**config.mk**
```make
export PLATFORM = sky130hd
export DESIGN_NAME = par2serial_tx
export DESIGN_NICKNAME = d
export VERILOG_FILES = /design/src/rtl/par2serial_pkg.sv /design/src/rtl/par2serial_tx.sv
export SDC_FILE = /design/constraint.sdc
export NUM_CORES = 1
export LEC_CHECK = 0
export CAP_MARGIN = 30
export CORE_MARGIN = 2
export CORE_UTILIZATION = 45
export CTS_BUF_LIST = sky130_fd_sc_hd__clkbuf_8
export CTS_CLUSTER_SIZE = 40
export DETAILED_ROUTE_END_ITERATION = 6
export PLACE_DENSITY = 0.72
export SLEW_MARGIN = 20
export SYNTH_ARGS = -nofsm -noshare
export SYNTH_HDL_FRONTEND = slang
export SYNTH_SLANG_ARGS = --single-unit
```
**constraint.sdc**
```tcl
create_clock -name clk_8f -period 1.6 [get_ports clk_8f]
set_input_delay 0.24 -clock clk_8f [delete_from_list [all_inputs] [get_ports clk_8f]]
set_output_delay 0.24 -clock clk_8f [all_outputs]
set_load 0.1 [all_outputs]
```
**src/rtl/par2serial_pkg.sv**
```systemverilog
// par2serial shared constants: comma byte, FSM state encoding, bit counter width.
// Also used by the serialtopar receiver and its checker.
package par2serial_pkg;

  localparam logic [7:0] COMMA_BYTE = 8'hBC;
  localparam int         BIT_CNT_W  = 3;

  typedef enum logic {
    SYNC   = 1'b0,
    ACTIVE = 1'b1
  } state_e;

endpackage

```
**src/rtl/par2serial_tx.sv**
```systemverilog
// par2serial_tx: byte to MSB-first serial transmitter with 0xBC comma sync/idle.
// Ports: clk_8f, reset_L (async low), data_in[7:0], valid_in -> ready_out,
//        data_out, active_out. Optional macro COMMA_INSERT_EN forces a comma
//        after COMMA_PERIOD back-to-back data bytes.
module par2serial_tx
  import par2serial_pkg::*;
#(
  parameter int SYNC_COUNT   = 4,
  parameter int COMMA_PERIOD = 16
) (
  input  logic       clk_8f,
  input  logic       reset_L,
  input  logic [7:0] data_in,
  input  logic       valid_in,
  output logic       ready_out,
  output logic       data_out,
  output logic       active_out
);

  if (SYNC_COUNT < 1 || SYNC_COUNT > 15) begin : g_bad_sync
    $error("par2serial_tx: SYNC_COUNT must be 1..15");
  end
  if (COMMA_PERIOD < 1 || COMMA_PERIOD > 255) begin : g_bad_period
    $error("par2serial_tx: COMMA_PERIOD must be 1..255");
  end

  localparam logic [BIT_CNT_W-1:0] BIT_LAST  = '1;
  localparam logic [3:0]           SYNC_LAST = 4'(SYNC_COUNT);

  logic [7:0]           shreg_q;
  logic [BIT_CNT_W-1:0] bit_cnt_q;
  state_e               state_q;
  logic [3:0]           sync_cnt_q;
  logic                 boundary;
  logic                 force_comma;
  logic                 xfer;

`ifdef COMMA_INSERT_EN
  localparam logic [7:0] RUN_LAST = 8'(COMMA_PERIOD);
  logic [7:0] run_cnt_q;
  assign force_comma = (run_cnt_q == RUN_LAST);
`else
  assign force_comma = 1'b0;
`endif

  assign boundary = (bit_cnt_q == BIT_LAST);

  // The sync phase's last boundary already accepts data, so ready
  // opens when sync_cnt reaches SYNC_COUNT, before state turns ACTIVE.
  assign ready_out = boundary
                   && (state_q == ACTIVE || sync_cnt_q == SYNC_LAST)
                   && !force_comma;

  assign xfer       = valid_in && ready_out;
  assign data_out   = shreg_q[7];
  assign active_out = (state_q == ACTIVE);

  always_ff @(posedge clk_8f or negedge reset_L) begin
    if (!reset_L) begin
      shreg_q    <= '0;
      bit_cnt_q  <= BIT_LAST;
      state_q    <= SYNC;
      sync_cnt_q <= '0;
`ifdef COMMA_INSERT_EN
      run_cnt_q  <= '0;
`endif
    end else if (boundary) begin
      bit_cnt_q <= '0;
      shreg_q   <= xfer ? data_in : COMMA_BYTE;
      if (state_q == SYNC) begin
        if (sync_cnt_q != SYNC_LAST) begin
          sync_cnt_q <= sync_cnt_q + 4'd1;
        end else begin
          state_q <= ACTIVE;
        end
      end
`ifdef COMMA_INSERT_EN
      run_cnt_q <= xfer ? run_cnt_q + 8'd1 : 8'd0;
`endif
    end else begin
      shreg_q   <= {shreg_q[6:0], 1'b0};
      bit_cnt_q <= bit_cnt_q + 1'b1;
    end
  end

endmodule

```
==> out/summary.txt <==
Critical Path AT = 1.40 ns
commonest non-fill, non-tap cells in the layout = dfrtp_1, clkdlybuf4s50_1, inv_1, buf_4, o22a_1
worst setup margin = -0.04369 ns
largest net degree at the start of global routing = 17
Setup CP Type = register to output pin
Final Power = 0.8245 mW
GRT Overall Usage = 16.41%
sequential-to-total area share from yosys stat = 59.48%
Core Util, Final = 69.88%
TritonCTS Buffers = 3
first-pass GRT wire length = 2104 um
YS warnings = 0
EDFF count, synth = 0
crit path capture type = output pin
Max VDD drop = 0.5028 mV
startpoint types = register
DRT iter0 DRCs = 14
fin nets = 92
antenna violations before repair = 0
setup violators final = 1
Yosys top cell by area = dfrtp_1
TritonRoute pass-1 iters = 4
n_diodes = 0
Worst Tran Pin Value = 0.2678 ns
Core Area = 1454 sq um
worst-case clock buffer depth = 2
post-DR wirelength/cell = 13.78 um
minimum clock period after layout = 1.644 ns
IO buf count = 13
Setup Skew = 0.003709 ns
RSZ-0062 raised after global routing = yes
DRT Wirelength = 1268 um
CTS tree = yes
status = finished with violations
Async S/R FF share, synth = 100.0%
layout cells sized above 1 = 38.16%
post-synth cell types = 19
Tightest Hold Check Type = primary input to asynchronous set/reset pin
via count = 466
vias in the first global route = 474
PwrDens = 811.6 nW/um^2
Congestion Overflow GR = 0
Routed Antenna Nets = 0
clock sinks = 16
period utilisation layout = 102.7%
Area Overhead vs Synth = 49.54%
ys flop type = dfrtp_1
Place WS = 0.07250 ns
commonest non-fill, non-tap cell in the layout = dfrtp_1
clk slew on worst S/H paths = 0.06 ns
synthesized cell area = 679.4 sq um
Hold Fails Final Rpt = 0
post-DP HPWL = 797.8 um
hold_buf cts = 0
worst-path maximum fanout = 2
die height = 42.86 um
Syn Inst Count = 52
Seq cells post-synth = 16
fmax = 608.4 MHz
Worst Path Required = 1.36 ns
clk root buf = clkbuf_8
# IOs = 14
failing checks = setup timing
Clock Latency Late Sink = 0.24 ns
max-cap viol count = 0
Leak = 0.4548 nW
Slew Viols, Final = 0
die area = 1837 sq um
mean post-synth cell area = 13.07 sq um
routed vias/inst = 5.065
Initial Util = 46.73%
syn nets = 67
DR DRC count = 0
cell row count = 14
Final GP Congestion = 0.7793
Die Wd = 42.86 um
top post-synthesis cells by area = dfrtp_1, dfstp_2, ha_1, o22a_1, inv_1
post-synth top area share = 47.88%
Max-slew headroom = 82.06%
H-tree Lvls = 1
==> per-stage QoR <==
stage | std cells | TNS [ns] | hold slack, ns | instance area, sq um
after floorplan | 52 | 0 | -0.05559 | 714.4
after global routing | 92 | -0.08393 | 0.3344 | 1016
after CTS | 90 | -0.02469 | 0.3116 | 997.2
final | 92 | -0.04369 | 0.3090 | 1016
after detailed placement | 82 | 0 | 0.4576 | 898.4
after global placement | 82 | 0 | 0.4530 | 898.4
==> cells in the mapped netlist, drive strengths merged (2+ instances only) <==
cell,n
o22a,5
dfstp,3
nor2,2
ha,4
inv,8
dfrtp,13
nand3,2
o22ai,2
xnor2,3
==> cell type report <==
cell class,instances,area [sq um]
multi-input combinational,27,279.0
timing repair buffer,21,224.0
tap,16,20.02
sequential,16,405.4
inverter,8,32.53
clock buffer,4,55.05
fill,103,437.9
==> critical path, cell delays in order (launching register included) <==
cell and delay (ns):
dfrtp_1 0.36, inv_1 0.06, ha_2 0.18, and3b_4 0.19, o21ai_4 0.16, inv_4 0.05
buf_12 0.16
==> final timing paths <==
path / start / to / slack [ns] / cells after the start
worst max-delay path: sync_cnt_q[0]$_DFFE_PN0P_ / ready_out / -0.04 / 6
worst min-delay path: reset_L / shreg_q[6]$_DFF_PN0_ / 0.31 / 2
worst max register to register: bit_cnt_q[0]$_DFF_PN1_ / sync_cnt_q[1]$_DFFE_PN0P_ / 0.07 / 5
worst min register to register: shreg_q[4]$_DFF_PN0_ / shreg_q[5]$_DFF_PN0_ / 0.47 / 1
max in group asynchronous: reset_L / bit_cnt_q[2]$_DFF_PN1_ / 1.04 / 2
min in group clk_8f: shreg_q[4]$_DFF_PN0_ / shreg_q[5]$_DFF_PN0_ / 0.47 / 1
==> kinds of logic (layout without fill, tap and decap cells) <==
| kind of cell | Yosys count | count (layout) | share of synthesized area, % |
|---|---|---|---|
| AOI/OAI and AO/OA | 10 | 10 | 13.44 |
| xor gates and xnor gates | 3 | 3 | 3.868 |
| adders and majority gates | 4 | 4 | 7.367 |
| buffers and inverters | 9 | 33 | 5.156 |
| DFF | 16 | 16 | 59.48 |
| muxes | 1 | 1 | 2.209 |
| and+or+nand+nor | 9 | 9 | 8.474 |
==> sequential cells by signal (all words and copies together), names as in the netlist <==
| signal | count |
|---|---|
| bit_cnt_q | 3 |
| sync_cnt_q | 4 |
| active_out | 1 |
| shreg_q | 8 |
==> where the power goes <==
part	leakage [nW]	switching [mW]	internal, mW	total [mW]
registers	0.185	0.00331	0.414	0.417
logic	0.241	0.0255	0.0343	0.0598
clock network	0.0288	0.130	0.218	0.348
total	0.455	0.158	0.666	0.825
==> timing repair <==
action,in CTS,in global routing
setup buffers,4,2
pin swaps,3,2
endpoints found under the setup margin,1,5
gates resized for setup,3,1
==> routing by layer <==
layer	GRT usage [%]	vias up	wire [um]
met5	0	-	0
met4	10.63	0	29
met3	3.830	4	52
met2	24.24	13	579
met1	21.39	225	607
li1	-	224	-
(Power assumes the default switching activity.)
